File: src/rtl/valid_ready_fifo.sv
// Elastic FWFT buffer: valid-only input, valid/ready output, drops and flags words arriving while full.
// Optional VRFIFO_DROP_CNT_EN adds a saturating 16-bit drop_count output.
module valid_ready_fifo #(
  parameter int WIDTH = 8,
  parameter int DEPTH = 4
) (
  input  logic                     clk,
  input  logic                     rst_n,
  input  logic                     in_valid,
  input  logic [WIDTH-1:0]         in_data,
  output logic                     out_valid,
  input  logic                     out_ready,
  output logic [WIDTH-1:0]         out_data,
  output logic [$clog2(DEPTH):0]   count,
  output logic                     full,
  output logic                     overflow,
  input  logic                     clr_overflow
`ifdef VRFIFO_DROP_CNT_EN
  ,
  output logic [15:0]              drop_count
`endif
);

  localparam int AW = $clog2(DEPTH);
  localparam int CW = AW + 1;

  logic [WIDTH-1:0] r_mem [DEPTH];
  logic [AW-1:0]    r_wr_ptr;
  logic [AW-1:0]    r_rd_ptr;
  logic [CW-1:0]    r_count;
  logic             r_overflow;

  logic w_valid;
  logic w_full;
  logic w_pop;
  logic w_push;
  logic w_drop;

  assign w_valid = (r_count != '0);
  assign w_full  = (r_count == CW'(DEPTH));
  assign w_pop   = w_valid & out_ready;
  // A pop on a full buffer frees the slot the incoming word lands in.
  assign w_push  = in_valid & (~w_full | w_pop);
  assign w_drop  = in_valid & w_full & ~w_pop;

  always_ff @(posedge clk) begin
    if (w_push) r_mem[r_wr_ptr] <= in_data;
  end

  always_ff @(posedge clk or negedge rst_n) begin
    if (!rst_n) begin
      r_wr_ptr <= '0;
      r_rd_ptr <= '0;
      r_count  <= '0;
    end else begin
      if (w_push) r_wr_ptr <= r_wr_ptr + AW'(1);
      if (w_pop)  r_rd_ptr <= r_rd_ptr + AW'(1);
      case ({w_push, w_pop})
        2'b10:   r_count <= r_count + CW'(1);
        2'b01:   r_count <= r_count - CW'(1);
        default: r_count <= r_count;
      endcase
    end
  end

  // Set beats clear when both occur in the same cycle.
  always_ff @(posedge clk or negedge rst_n) begin
    if (!rst_n)            r_overflow <= 1'b0;
    else if (w_drop)       r_overflow <= 1'b1;
    else if (clr_overflow) r_overflow <= 1'b0;
  end

`ifdef VRFIFO_DROP_CNT_EN
  logic [15:0] r_drop_count;

  // Clear wins here: a drop coinciding with clr_overflow is not counted.
  always_ff @(posedge clk or negedge rst_n) begin
    if (!rst_n)                               r_drop_count <= '0;
    else if (clr_overflow)                    r_drop_count <= '0;
    else if (w_drop && r_drop_count != 16'hFFFF) r_drop_count <= r_drop_count + 16'd1;
  end

  assign drop_count = r_drop_count;
`endif

  assign out_valid = w_valid;
  assign full      = w_full;
  assign count     = r_count;
  assign overflow  = r_overflow;
  assign out_data  = w_valid ? r_mem[r_rd_ptr] : '0;

endmodule

File: config.mk
export PLATFORM = sky130hd
export DESIGN_NAME = valid_ready_fifo
export DESIGN_NICKNAME = d
export VERILOG_FILES = /design/src/rtl/valid_ready_fifo.sv
export SDC_FILE = /design/constraint.sdc
export NUM_CORES = 1
export LEC_CHECK = 0
export ABC_AREA = 1
export CORE_MARGIN = 2
export CORE_UTILIZATION = 55
export CTS_CLUSTER_SIZE = 14
export DETAILED_ROUTE_END_ITERATION = 7
export GPL_TIMING_DRIVEN = 0
export PLACE_DENSITY = 0.89
export SYNTH_ARGS = -nofsm -noshare
export SYNTH_HDL_FRONTEND = slang
export SYNTH_SLANG_ARGS = --single-unit
File: constraint.sdc
create_clock -name clk -period 2.8 [get_ports clk]
set_clock_uncertainty 0.1 [all_clocks]
set_input_delay 0.42 -clock clk [delete_from_list [all_inputs] [get_ports clk]]
set_output_delay 0.42 -clock clk [all_outputs]
set_load 0.01 [all_outputs]
==> impl_metrics.env, run 1 <==
export IMPL_hp_class="in2async"
export IMPL_synth_compound_area_share_pct=3.18
export IMPL_grt_pass1_wl_um=5910
export IMPL_n_antenna_cell=0
export IMPL_syn_area_um2=1890
export IMPL_dp_cells=261
export IMPL_drive_above_1_share_pct=8.97
export IMPL_antenna_found_initial=0
export IMPL_worstSetupStartpointType="flip-flop"
export IMPL_synth_common_cells="inv_1 (49), nand2_1 (44), edfxtp_1 (32)"
export IMPL_status="finished, final reports clean"
export IMPL_grt_use_total_pct=20.3
export IMPL_yosys_area_share_xor_xnor_pct=0.928
export IMPL_critical_path_class="reg2out"
export IMPL_hpwl_um=2430
export IMPL_firstDrtPassIters=4
export IMPL_clock_sinks=40
export IMPL_synth_seq_cells=40
export IMPL_cts_tree="yes"
export IMPL_post_cts_buffers=0
export IMPL_synth_top_area_share_pct=50.9
export IMPL_min_period_over_period_pct=88.1
export IMPL_die_y_um=62.6
export IMPL_cap_violations=0
export IMPL_drc=0
export IMPL_synth_edff_count=32
export IMPL_seq_area_frac_synth_pct=61.5
export IMPL_ff2ff_path_depth=10
export IMPL_r2r_setup_slack_ns=0.78
export IMPL_htree_levels=2
export IMPL_utilization_pct=68.9
export IMPL_post_drt_wl_per_cell_um=13.1
export IMPL_io_pins=27
export IMPL_end_kind="output port"
export IMPL_r2r_start="count[0]"
export IMPL_cts_hold_buf=0
export IMPL_final_hold_viol_count=0
export IMPL_p_leak_nw=1.04
export IMPL_min_period_ns=2.47
export IMPL_worstPathArrival_ns=1.95
export IMPL_worstPathRequired_ns=2.28
export IMPL_fp_dieArea_um2=3920
export IMPL_synth_distinct_cells=22
export IMPL_finalSetupViolCount=0
export IMPL_drv_slew=0
export IMPL_powerDensity_nw_per_um2=1010
export IMPL_synth_area_top_cells="edfxtp_1 (51%), dfrtp_1 (11%), inv_1 (9.7%)"
export IMPL_synth_ff_type="edfxtp_1"
export IMPL_synth_top_family_by_area="simple AND/OR/NAND/NOR gates"
export IMPL_vias=1279
export IMPL_die_w_um=62.6
export IMPL_tightest_slew_ns=0.838
export IMPL_layout_setup_ws_ns=0.334
export IMPL_rsz0062_at_grt="false"
export IMPL_max_clock_freq_mhz=405
export IMPL_cts_resized=0
export IMPL_synth_area_per_cell_um2=9.99
export IMPL_numCtsBuffers=5
export IMPL_yosys_area_top_type="edfxtp_1"
export IMPL_final_cells=269
export IMPL_routed_wl_um=3530
export IMPL_core_area_um2=3310
export IMPL_io_buffers=26
export IMPL_yosys_cell_count_top_type="inv_1"
export IMPL_synthMuxAreaShare_pct=0
export IMPL_drtIter0Drc=60
export IMPL_worstPathMaxFanout=10
export IMPL_start_util_pct=57.0
export IMPL_worstReg2RegEnd="count[2]"
export IMPL_synth_simple_area_share_pct=17.6
export IMPL_nets=241
export IMPL_relSlewSlack_pct=43.9
export IMPL_synthArstFlopShare_pct=20.0
export IMPL_yosys_warnings=0
export IMPL_cts_buffer_depth=2
export IMPL_grt_pass1_vias=1313
export IMPL_grt_ovfl_total=0
export IMPL_clk_pin_slew_ns=0.11
export IMPL_synthCells=189
export IMPL_tns_ns=0
export IMPL_finalWeightedCongestion=0.691
export IMPL_grt_max_degree=13
export IMPL_viasPerCell=4.75
export IMPL_pre_cts_slack_ns=0.426
export IMPL_cts_root_buf="clkbuf_4"
export IMPL_synth_fa_ha_area_share_pct=4.37
export IMPL_max_vdd_ir_drop_mv=0.502
export IMPL_rows=21
export IMPL_ant_nets=0
export IMPL_syn_nets=208
export IMPL_area_growth_pct=20.8
export IMPL_insertion_delay_ns=0.35
[metrics by stage]
| step | hold slack [ns] | area [um^2] | total power [mW] |
|---|---|---|---|
| 2_1_floorplan | 0.0244 | 1890 | 1.50 |
| 3_3_place_gp | 0.416 | 2210 | 1.92 |
| 3_5_place_dp | 0.431 | 2210 | 1.97 |
| 4_1_cts | 0.249 | 2280 | 2.32 |
| 5_1_grt | 0.248 | 2280 | 2.49 |
| 6_report | 0.249 | 2280 | 2.31 |
[per-layer routing]
metal | GRT usage (%) | wire length [um] | vias up
li1 | - | - | 653
met1 | 23.6 | 1380 | 581
met2 | 35.6 | 1940 | 38
met3 | 5.77 | 140 | 7
met4 | 7.78 | 58 | 0
met5 | 0 | 0 | -
[report_power, final]
group / switching (mW) / leakage (nW) / internal, mW
sequential: 0.0710 / 0.392 / 0.786
clock: 0.180 / 0.0403 / 0.182
combinational: 0.595 / 0.611 / 0.493
[how the worst max path moves through the flow]
stage	slack [ns]	end	cells past startpoint	startpoint
2_1_floorplan	0.91	count[2]	10	count[0]
3_3_place_gp	0.46	r_mem[2][0]	5	out_ready
3_5_place_dp	0.43	r_mem[3][1]	5	out_ready
4_1_cts	0.32	out_data[7]	6	r_rd_ptr[0]
5_1_grt	0.21	out_data[2]	6	r_rd_ptr[0]
6_report	0.33	out_data[7]	6	r_rd_ptr[0]
[sequential cells by signal, summed over array words and instances (netlist names)]
register  count
r_wr_ptr      2
r_rd_ptr      2
count         3
overflow      1
r_mem        32
[logic make-up (layout without fill, tap and decap cells)]
family          after synthesis  in the layout
simple gates                 75             75
xor+xnor                      2              2
compound gates               11             11
fa+ha+maj                     6              6
buf+inv                      55             89
flops                        40             40
[cell type report]
cell class / count / area [um^2]
Sequential cell: 40 / 1160
Clock buffer: 5 / 37.5
Fill cell: 249 / 1030
Inverter: 51 / 196
Buffer: 4 / 37.5
Multi-Input combinational cell: 94 / 493
Timing Repair Buffer: 26 / 260
Tap cell: 46 / 57.6
Clock inverter: 3 / 37.5
[cell usage in the layout, fill, tap and decap left out, types with 4 or more instances in the layout]
cell type,n
nor2_1,4
clkbuf_4,5
edfxtp_1,32
nand3_1,18
ha_1,5
dfrtp_1,8
clkdlybuf4s50_1,26
inv_1,49
nand2_1,44
a21oi_1,7
nand2_2,4
[critical path, stage by stage, from the launching register on]
cell and delay [ns]:
dfrtp_1 0.39, buf_6 0.15, buf_4 0.18, nand2_1 0.08, nand3_1 0.07, a21oi_1 0.16
clkdlybuf4s50_1 0.57
No activity file was read; power rests on OpenSTA's default activity.
==> run 2, diff against run 1 <==
CELL_PAD_IN_SITES_DETAIL_PLACEMENT = 2   (was not set)
CELL_PAD_IN_SITES_GLOBAL_PLACEMENT = 2   (was not set)
CORE_UTILIZATION = 36   (was 55)
CTS_CLUSTER_SIZE = 30   (was 14)
PLACE_DENSITY = 0.91   (was 0.89)
==> run 2 against run 1 <==
  * Die area grew 49%
  * Cell area up 1.6%
  * Core utilization fell by 23 points
  * Final cell count rose by 8.6%
  * Combinational power is 7% higher
  * Largest cell class unchanged
  * Largest power group unchanged
==> impl_metrics.env, run 2 (synthesized netlist as in run 1, its figures left out) <==
export IMPL_grt_max_degree=13
export IMPL_clock_sinks=40
export IMPL_finalSetupViolCount=0
export IMPL_drive_above_1_share_pct=9.46
export IMPL_core_area_um2=5070
export IMPL_worstPathRequired_ns=2.28
export IMPL_finalWeightedCongestion=0.722
export IMPL_antenna_found_initial=0
export IMPL_drc=0
export IMPL_start_util_pct=37.2
export IMPL_pre_cts_slack_ns=0.311
export IMPL_numCtsBuffers=5
export IMPL_cts_hold_buf=0
export IMPL_worstSetupStartpointType="flip-flop"
export IMPL_routed_wl_um=5060
export IMPL_drv_slew=0
export IMPL_final_hold_viol_count=0
export IMPL_largest_register_ffs=32
export IMPL_relSlewSlack_pct=44.5
export IMPL_grt_use_total_pct=18.7
export IMPL_seqCellArea_um2=1160
export IMPL_fillers=552
export IMPL_worstPathArrival_ns=1.97
export IMPL_hpwl_um=3480
export IMPL_path_cells="buf_6 > buf_4 > nand2_1 > nand3_1 > a21oi_1 > clkdlybuf4s50_1"
export IMPL_die_y_um=76.4
export IMPL_die_w_um=76.4
export IMPL_p_leak_nw=1.04
export IMPL_min_period_over_period_pct=89.0
export IMPL_max_vdd_ir_drop_mv=0.322
export IMPL_post_drt_wl_per_cell_um=17.3
export IMPL_area_growth_pct=22.7
export IMPL_tightest_slew_ns=0.829
export IMPL_slowest_stage="clkdlybuf4s50_1"
export IMPL_rsz0062_at_grt="false"
export IMPL_ant_nets=0
export IMPL_r2r_start="count[0]"
export IMPL_cts_resized=0
export IMPL_multi_input_area_um2=493
export IMPL_top_register="r_mem"
export IMPL_r2r_setup_slack_ns=0.53
export IMPL_ff2ff_path_depth=10
export IMPL_mostFrequentLayoutCells="inv_1 (49), nand2_1 (44), edfxtp_1 (32)"
export IMPL_cts_tree="yes"
export IMPL_critical_path_class="reg2out"
export IMPL_io_pins=27
export IMPL_clk_pin_slew_ns=0.07
export IMPL_cts_buffer_depth=2
export IMPL_grt_ovfl_total=0
export IMPL_fp_dieArea_um2=5840
export IMPL_n_antenna_cell=0
export IMPL_post_cts_buffers=0
export IMPL_nets=241
export IMPL_grt_pass1_wl_um=8180
export IMPL_htree_levels=2
export IMPL_drtIter0Drc=52
export IMPL_final_common_cell="inv_1"
export IMPL_status="finished, final reports clean"
export IMPL_hp_class="in2async"
export IMPL_io_buffers=26
export IMPL_powerDensity_nw_per_um2=1040
export IMPL_cts_root_buf="clkbuf_8"
export IMPL_layout_setup_ws_ns=0.307
export IMPL_min_period_ns=2.49
export IMPL_rows=26
export IMPL_tns_ns=0
export IMPL_viasPerCell=4.63
export IMPL_worstReg2RegEnd="count[2]"
export IMPL_insertion_delay_ns=0.29
export IMPL_vias=1353
export IMPL_cap_violations=0
export IMPL_grt_pass1_vias=1488
export IMPL_worstPathMaxFanout=10
export IMPL_max_clock_freq_mhz=401
export IMPL_end_kind="output port"
export IMPL_firstDrtPassIters=4
export IMPL_slowest_delay_ns=0.58
==> run 2: cell types whose count changed in the layout (fill, tap and decap cells not counted) <==
cell        change
clkinv_2        +1
clkinv_1        -2
bufinv_16       -1
clkinvlp_4      +1
clkbuf_4        -5
clkbuf_8        +5
==> run 2: layout make-up <==
type	count	area share (%)
Multi-Input combinational cell	94	21.3
Clock buffer	5	2.97
Clock inverter	2	0.540
Inverter	51	8.48
Sequential cell	40	50.1
Buffer	4	1.62
Tap cell	70	3.78
Timing Repair Buffer	26	11.2
==> run 2: per-stage QoR <==
stage | util, % | cells | area, um^2 | hold slack [ns] | power (mW)
after floorplan | - | 189 | 1890 | 0.0244 | 1.50
after global placement | 44.1 | 285 | 2240 | 0.419 | 1.96
after detailed placement | 44.1 | 285 | 2240 | 0.423 | 2.04
after CTS | 45.7 | 292 | 2320 | 0.325 | 2.44
after global routing | 45.7 | 292 | 2320 | 0.340 | 2.58
final | 45.7 | 292 | 2320 | 0.318 | 2.41
==> run 2: how the worst max path moves through the flow <==
stage | start | end | slack [ns] | cells after the start
global placement | out_ready | r_mem[3][4] | 0.39 | 5
floorplan | count[0] | count[2] | 0.91 | 10
finish | r_rd_ptr[0] | out_data[5] | 0.31 | 6
detailed placement | out_ready | count[2] | 0.31 | 11
global route | r_rd_ptr[0] | out_data[5] | 0.20 | 7
CTS | r_rd_ptr[0] | out_data[5] | 0.26 | 6
==> run 2: power breakdown <==
group / total, mW / internal, mW / switching (mW)
sequential: 0.870 / 0.787 / 0.0830
clock: 0.374 / 0.169 / 0.206
combinational: 1.17 / 0.493 / 0.675
total: 2.41 / 1.45 / 0.964
==> run 2: critical path: cells and delay by family, from the launching register on <==
family	cells	cell delay [ns]
DFF	1	0.39
AOI/OAI and AO/OA	1	0.21
buffers and inverters	3	0.92
and+or+nand+nor	2	0.16
==> run 2: layer usage <==
| layer | global-route usage, % | routed length [um] | up-vias |
|---|---|---|---|
| met5 | 0 | 0 | - |
| li1 | - | - | 651 |
| met1 | 22.1 | 2120 | 668 |
| met2 | 33.9 | 2720 | 23 |
| met3 | 3.91 | 122 | 11 |
| met4 | 6.00 | 100 | 0 |
==> run 3, diff against run 2 <==
CAP_MARGIN = 40   (was not set)
==> results of run 3 <==
Same layout as run 2: the final DEF is identical, and so are final timing and power.
